## src/rtl/mc_control_unit.sv

```systemverilog
// Multi-cycle RV32I control unit: sequences FETCH/DECODE/EX/MEM/WB from a latched
// instruction word, with a bus-wait timeout, illegal-opcode trap and instret counter.
module mc_control_unit #(
  parameter int MEM_TIMEOUT = 16,
  parameter int CNT_W       = 32,
  parameter bit EN_JUMP     = 1'b1
) (
  input  logic             clk,
  input  logic             reset,
  input  logic [31:0]      instrCode,
  input  logic             instr_valid,
  input  logic             bus_ready,
  output logic             pcEn,
  output logic             irEn,
  output logic             regFileWe,
  output logic [3:0]       aluControl,
  output logic             alu_src_mux_sel,
  output logic             busWe,
  output logic             busRe,
  output logic [2:0]       rf_wd_src_mux_sel,
  output logic [2:0]       mem_size,
  output logic             branch,
  output logic [1:0]       jump,
  output logic             illegal_instr,
  output logic             bus_error,
  output logic [CNT_W-1:0] instret
);

  typedef enum logic [2:0] {
    FETCH, DECODE, EX, MEM_S, MEM_L, WB_L, TRAP
  } state_t;

  localparam logic [6:0] OP_R     = 7'b0110011;
  localparam logic [6:0] OP_I     = 7'b0010011;
  localparam logic [6:0] OP_LUI   = 7'b0110111;
  localparam logic [6:0] OP_AUIPC = 7'b0010111;
  localparam logic [6:0] OP_B     = 7'b1100011;
  localparam logic [6:0] OP_JAL   = 7'b1101111;
  localparam logic [6:0] OP_JALR  = 7'b1100111;
  localparam logic [6:0] OP_L     = 7'b0000011;
  localparam logic [6:0] OP_S     = 7'b0100011;

  localparam int WAIT_W = (MEM_TIMEOUT > 0) ? $clog2(MEM_TIMEOUT + 1) : 1;
  localparam logic [WAIT_W-1:0] WAIT_LAST = (MEM_TIMEOUT > 0) ? WAIT_W'(MEM_TIMEOUT - 1) : '0;

  state_t            state_q, state_d;
  logic [31:0]       ir_q, ir_d;
  logic [WAIT_W-1:0] wait_q, wait_d;
  logic              illegal_q, illegal_d;
  logic              bus_error_q, bus_error_d;
  logic [CNT_W-1:0]  instret_q, instret_d;

  logic [6:0] opcode;
  logic [2:0] funct3;
  logic       is_r, is_i, is_lui, is_auipc, is_br, is_jal, is_jalr, is_load, is_store;
  logic       legal, timeout_hit, retire;
  logic       unused_ir_bits;

  assign opcode   = ir_q[6:0];
  assign funct3   = ir_q[14:12];
  assign is_r     = (opcode == OP_R);
  assign is_i     = (opcode == OP_I);
  assign is_lui   = (opcode == OP_LUI);
  assign is_auipc = (opcode == OP_AUIPC);
  assign is_br    = (opcode == OP_B);
  assign is_jal   = (opcode == OP_JAL) && EN_JUMP;
  assign is_jalr  = (opcode == OP_JALR) && EN_JUMP;
  assign is_load  = (opcode == OP_L);
  assign is_store = (opcode == OP_S);
  assign legal    = is_r | is_i | is_lui | is_auipc | is_br | is_jal | is_jalr | is_load | is_store;

  // The wait counter holds the number of elapsed ready-less MEM cycles before this one.
  assign timeout_hit = (MEM_TIMEOUT != 0) && !bus_ready && (wait_q == WAIT_LAST);

  // Register and immediate fields belong to the datapath, not to control.
  assign unused_ir_bits = ^{ir_q[31], ir_q[29:15], ir_q[11:7]};

  always_comb begin
    state_d     = state_q;
    ir_d        = ir_q;
    wait_d      = wait_q;
    illegal_d   = illegal_q;
    bus_error_d = bus_error_q;
    retire      = 1'b0;
    case (state_q)
      FETCH: begin
        if (instr_valid) begin
          ir_d    = instrCode;
          state_d = DECODE;
        end
      end
      DECODE: begin
        if (legal) begin
          state_d = EX;
        end else begin
          state_d   = TRAP;
          illegal_d = 1'b1;
        end
      end
      EX: begin
        wait_d = '0;
        if (is_store) begin
          state_d = MEM_S;
        end else if (is_load) begin
          state_d = MEM_L;
        end else begin
          state_d = FETCH;
          retire  = 1'b1;
        end
      end
      MEM_S, MEM_L: begin
        if (bus_ready) begin
          state_d = (state_q == MEM_S) ? FETCH : WB_L;
          retire  = (state_q == MEM_S);
        end else if (timeout_hit) begin
          state_d     = TRAP;
          bus_error_d = 1'b1;
        end else begin
          wait_d = wait_q + WAIT_W'(1);
        end
      end
      WB_L: begin
        state_d = FETCH;
        retire  = 1'b1;
      end
      TRAP:    state_d = TRAP;
      default: state_d = FETCH;
    endcase
    instret_d = retire ? instret_q + CNT_W'(1) : instret_q;
  end

  always_ff @(posedge clk) begin
    if (reset) begin
      state_q     <= FETCH;
      ir_q        <= '0;
      wait_q      <= '0;
      illegal_q   <= 1'b0;
      bus_error_q <= 1'b0;
      instret_q   <= '0;
    end else begin
      state_q     <= state_d;
      ir_q        <= ir_d;
      wait_q      <= wait_d;
      illegal_q   <= illegal_d;
      bus_error_q <= bus_error_d;
      instret_q   <= instret_d;
    end
  end

  // Control outputs decode the current state and latched IR; strobes are forced
  // low while reset is held so an interrupted instruction cannot commit.
  always_comb begin
    pcEn              = 1'b0;
    irEn              = 1'b0;
    regFileWe         = 1'b0;
    aluControl        = 4'b0000;
    alu_src_mux_sel   = 1'b0;
    busWe             = 1'b0;
    busRe             = 1'b0;
    rf_wd_src_mux_sel = 3'd0;
    mem_size          = 3'd0;
    branch            = 1'b0;
    jump              = 2'd0;
    case (state_q)
      FETCH: irEn = instr_valid;
      EX: begin
        alu_src_mux_sel = 1'b1;
        if (is_r) begin
          aluControl      = {ir_q[30], funct3};
          alu_src_mux_sel = 1'b0;
          regFileWe       = 1'b1;
          pcEn            = 1'b1;
        end else if (is_i) begin
          aluControl = (funct3 == 3'b001 || funct3 == 3'b101) ? {ir_q[30], funct3} : {1'b0, funct3};
          regFileWe  = 1'b1;
          pcEn       = 1'b1;
        end else if (is_lui || is_auipc) begin
          rf_wd_src_mux_sel = is_lui ? 3'd2 : 3'd3;
          regFileWe         = 1'b1;
          pcEn              = 1'b1;
        end else if (is_jal || is_jalr) begin
          rf_wd_src_mux_sel = 3'd4;
          jump              = is_jal ? 2'd1 : 2'd2;
          regFileWe         = 1'b1;
          pcEn              = 1'b1;
        end else if (is_br) begin
          aluControl      = {1'b0, funct3};
          alu_src_mux_sel = 1'b0;
          branch          = 1'b1;
          pcEn            = 1'b1;
        end
      end
      MEM_S: begin
        busWe    = 1'b1;
        mem_size = funct3;
        pcEn     = bus_ready;
      end
      MEM_L: begin
        busRe    = 1'b1;
        mem_size = funct3;
      end
      WB_L: begin
        regFileWe         = 1'b1;
        rf_wd_src_mux_sel = 3'd1;
        pcEn              = 1'b1;
      end
      default: ;
    endcase
    if (reset) begin
      pcEn      = 1'b0;
      irEn      = 1'b0;
      regFileWe = 1'b0;
      busWe     = 1'b0;
      busRe     = 1'b0;
      branch    = 1'b0;
    end
  end

  assign illegal_instr = illegal_q;
  assign bus_error     = bus_error_q;
  assign instret       = instret_q;

endmodule

```

## config.mk

```make
export PLATFORM = sky130hd
export DESIGN_NAME = mc_control_unit
export DESIGN_NICKNAME = d
export VERILOG_FILES = /design/src/rtl/mc_control_unit.sv
export SDC_FILE = /design/constraint.sdc
export NUM_CORES = 1
export LEC_CHECK = 0
export ABC_CLOCK_PERIOD_IN_PS = 4300
export CAP_MARGIN = 20
export CORE_MARGIN = 2
export CORE_UTILIZATION = 50
export DETAILED_ROUTE_END_ITERATION = 7
export PLACE_DENSITY = 0.95
export SLEW_MARGIN = 15
export SYNTH_ARGS = -nofsm -noshare
export SYNTH_HDL_FRONTEND = slang
export SYNTH_SLANG_ARGS = --single-unit
```

## constraint.sdc

```tcl
create_clock -name clk -period 4.3 [get_ports clk]
set_clock_uncertainty 0.1 [all_clocks]
set_input_delay 0.645 -clock clk [delete_from_list [all_inputs] [get_ports clk]]
set_output_delay 0.645 -clock clk [all_outputs]
set_load 0.005 [all_outputs]
```

==> results.toml <==
[synthesis]
yosysMostFrequentCell = "sky130_fd_sc_hd__dfxtp_1"
async_flop_share_pct = 0
synth_top_cells_by_area = "sky130_fd_sc_hd__dfxtp_1 39%, sky130_fd_sc_hd__a21oi_1 6.6%, sky130_fd_sc_hd__xor2_1 5.8%"
postSynthAreaPerCell_um2 = 7.94
postSynthNetCount = 382
syn-cell-area_um2 = 2730
synth-edff-count = 0
gate_count_after_technology_mapping = 343
synth.yosys.seq_area_share_pct = 38.9
synth-warning-count = 0
synthDominantAreaCellType = "sky130_fd_sc_hd__dfxtp_1"
ys_seq_elements = 53
ys_types = 49
synth_top_area_share_pct = 38.9
post_synth_most_frequent_cells = "53 x sky130_fd_sc_hd__dfxtp_1, 38 x sky130_fd_sc_hd__nand2_1, 36 x sky130_fd_sc_hd__a21oi_1, 33 x sky130_fd_sc_hd__nor2_1, 23 x sky130_fd_sc_hd__o21ai_0"
primary_flip_flop_cell_chosen_by_synthesis_mapping = "sky130_fd_sc_hd__dfxtp_1"

[clocking]
clock_latency_at_the_later_pin_of_the_worst_skew_pair_ns = 0.30
tritoncts_clock_tree = "yes"
clock-root-buffer = "sky130_fd_sc_hd__clkbuf_8"
cts_max_level = 2
post_cts.resized_instances = 0
tritoncts_num_sinks = 53
cts_buffers = 5
post_cts.repair.setup_buffers = 0
max-clock-path-buffers = 2
clk_pin_slew_worst_paths_ns = 0.09
cts.hold.buffers_added = 0

[floorplan]
die_w_um = 77.8
dieArea_um2 = 6060
die_height_um = 77.8
fp.coreArea_um2 = 5170
start_util_pct = 52.7
floorplan.io_pins = 89
floorplan.rows = 26

[sta]
holdWs_ns = 0.363
worst_slew_margin_rel_pct = 50.3
rsz_0062_raised_after_global_routing = "false"
layout_worst_path_cycle_share_pct = 82.3
totalNegativeSetupSlack_ns = 0
max_freq_ghz = 0.283
hold_violations_final = 0
worst-slew-pin-transition_ns = 0.739
final_max_slew_viol_count = 0
setup_violations = 0
period_minus_slack_ns = 3.54

[finish]
nFillCells = 434
utilization_after_layout_pct = 68.2
area_growth_syn_to_layout_pct = 29.4
drive_gt1_share_pct = 4.75
nNetsFinal = 438
num_antenna_cells = 0

[grt]
overall_track_demand_over_capacity_in_global_routing_pct = 23.9
antenna_found_initial = 0
grt_first_pass_wirelength_um = 11900
gr-total-overflow = 0
grt_pass1_vias = 2566
grt_start_max_net_pins = 34

[min_path]
worstHoldPathType = "reg -> reg"

[setup_path]
worst-endpoint-required_ns = 3.56
worstSetupPathType = "reg -> out"
start_kind = "register"
crit_fanout = 17
crit_path_end_kind = "primary output"
timing.critical_path.arrival_ns = 2.79

[power_and_ir_drop]
static-leakage-power_uw = 0.00119
p_int_uw = 852
share_clk_of_total_power_pct = 26.5
pwr-share-seq_pct = 48.3
power_frac_comb_pct = 25.2
switching_share_pct = 33.4
power_density_nw_per_um2 = 363
worst_ir_drop_vdd_v = 0.000288
power_switching_uw = 428
total_power_uw = 1280

[placement]
globalplace.congestion = 0.898
port_buffers = 67
place.detailed.hpwl_um = 4850

[job]
drv_cap = 0

[drt]
route.detailed.wl_per_inst_um = 14.9
via_count = 2711
first_pass_iters = 4
drcViolationCount = 0
detail_route.vias_per_cell = 5.77
drt_iter0_drc = 157
routed_wl_um = 7010
drt.antenna.violating_nets = 0

[run_status]
status = "completed"
per-stage QoR:
step,worst slack [ns],cell area [µm²],std cells
6_report,0.761,3530,470
5_1_grt,0.653,3530,470
4_1_cts,0.863,3530,470
3_5_place_dp,1.01,3410,462
3_3_place_gp,0.995,3410,462
2_1_floorplan,1.98,2730,343
cell usage in the layout (no fill, tap or decap), types with 4 or more instances in the layout:
cell type / synthesis / final
sky130_fd_sc_hd__clkdlybuf4s50_1: 0 / 66
sky130_fd_sc_hd__o211ai_1: 5 / 5
sky130_fd_sc_hd__nand2b_1: 5 / 5
sky130_fd_sc_hd__nor2_1: 33 / 33
sky130_fd_sc_hd__o21ai_0: 23 / 23
sky130_fd_sc_hd__xor2_1: 18 / 18
sky130_fd_sc_hd__nor3_1: 5 / 5
sky130_fd_sc_hd__nor3b_1: 4 / 4
sky130_fd_sc_hd__o2111ai_1: 6 / 6
sky130_fd_sc_hd__nand2_1: 38 / 38
sky130_fd_sc_hd__clkbuf_8: 0 / 5
sky130_fd_sc_hd__dfxtp_1: 53 / 53
sky130_fd_sc_hd__nand3_1: 8 / 8
sky130_fd_sc_hd__nand4_1: 8 / 8
sky130_fd_sc_hd__and3_1: 6 / 6
sky130_fd_sc_hd__and2_1: 7 / 7
sky130_fd_sc_hd__or3_1: 13 / 13
sky130_fd_sc_hd__inv_1: 10 / 10
sky130_fd_sc_hd__a21oi_1: 36 / 36
worst paths after layout:
kind                           start  depth (start not counted)                        to  slack (ns)
max          state_q[1]$_SDFFE_PP0P_                          5      rf_wd_src_mux_sel[0]        0.76
min            ir_q[30]$_SDFFE_PP0P_                          2     ir_q[30]$_SDFFE_PP0P_        0.36
max reg2reg  state_q[1]$_SDFFE_PP0P_                          5  instret[28]$_SDFFE_PP0P_        1.56
min reg2reg    ir_q[30]$_SDFFE_PP0P_                          2     ir_q[30]$_SDFFE_PP0P_        0.36
critical path: stages (launching register included):
cell                              delay [ns]
sky130_fd_sc_hd__dfxtp_1                0.63
sky130_fd_sc_hd__nor3b_1                0.56
sky130_fd_sc_hd__and3_1                 0.34
sky130_fd_sc_hd__nand3_1                0.17
sky130_fd_sc_hd__o21ai_0                0.25
sky130_fd_sc_hd__clkdlybuf4s50_1        0.55
sequential cells by signal, summed over array words and instances, names as in the netlist:
signal         cells
instret           32
state_q            3
ir_q              11
bus_error          1
illegal_instr      1
wait_q             5
final cells by class:
cell class | count | area [µm²] | area share [%]
Clock buffer | 6 | 72.6 | 2.06
Tap cell | 70 | 87.6 | 2.48
Timing Repair Buffer | 69 | 681 | 19.3
Multi-Input combinational cell | 260 | 1550 | 43.9
Inverter | 10 | 37.5 | 1.06
Sequential cell | 53 | 1060 | 30.1
Clock inverter | 2 | 38.8 | 1.10
power by group through the flow:
stage / clock, µW / combinational [µW] / sequential (µW)
finish: 340 / 322 / 617
floorplan: 0 / 247 / 580
CTS: 341 / 322 / 614
detailed placement: 0 / 313 / 625
global route: 364 / 357 / 627
global placement: 0 / 304 / 620
cell families (layout without fill, tap and decap cells):
family                     count (synthesis)  after routing  share of synthesized area, %
xor gates and xnor gates                  20             20                          6.43
adders and majority gates                  3              3                          1.38
AOI/OAI and AO/OA                         90             90                          20.7
and+or+nand+nor                          147            147                          28.3
buffers and inverters                     30             87                          4.27
DFF                                       53             53                          38.9
metal layers:
metal / global-route usage [%] / part of all wire (%) / vias up
met3: 4.77 / 6.1 / 7
li1: - / - / 1335
met5: 0 / 0 / -
met4: 6.43 / 0.97 / 0
met2: 39.4 / 48 / 96
met1: 31.6 / 45 / 1273
No activity file was read; power rests on OpenSTA's default activity.
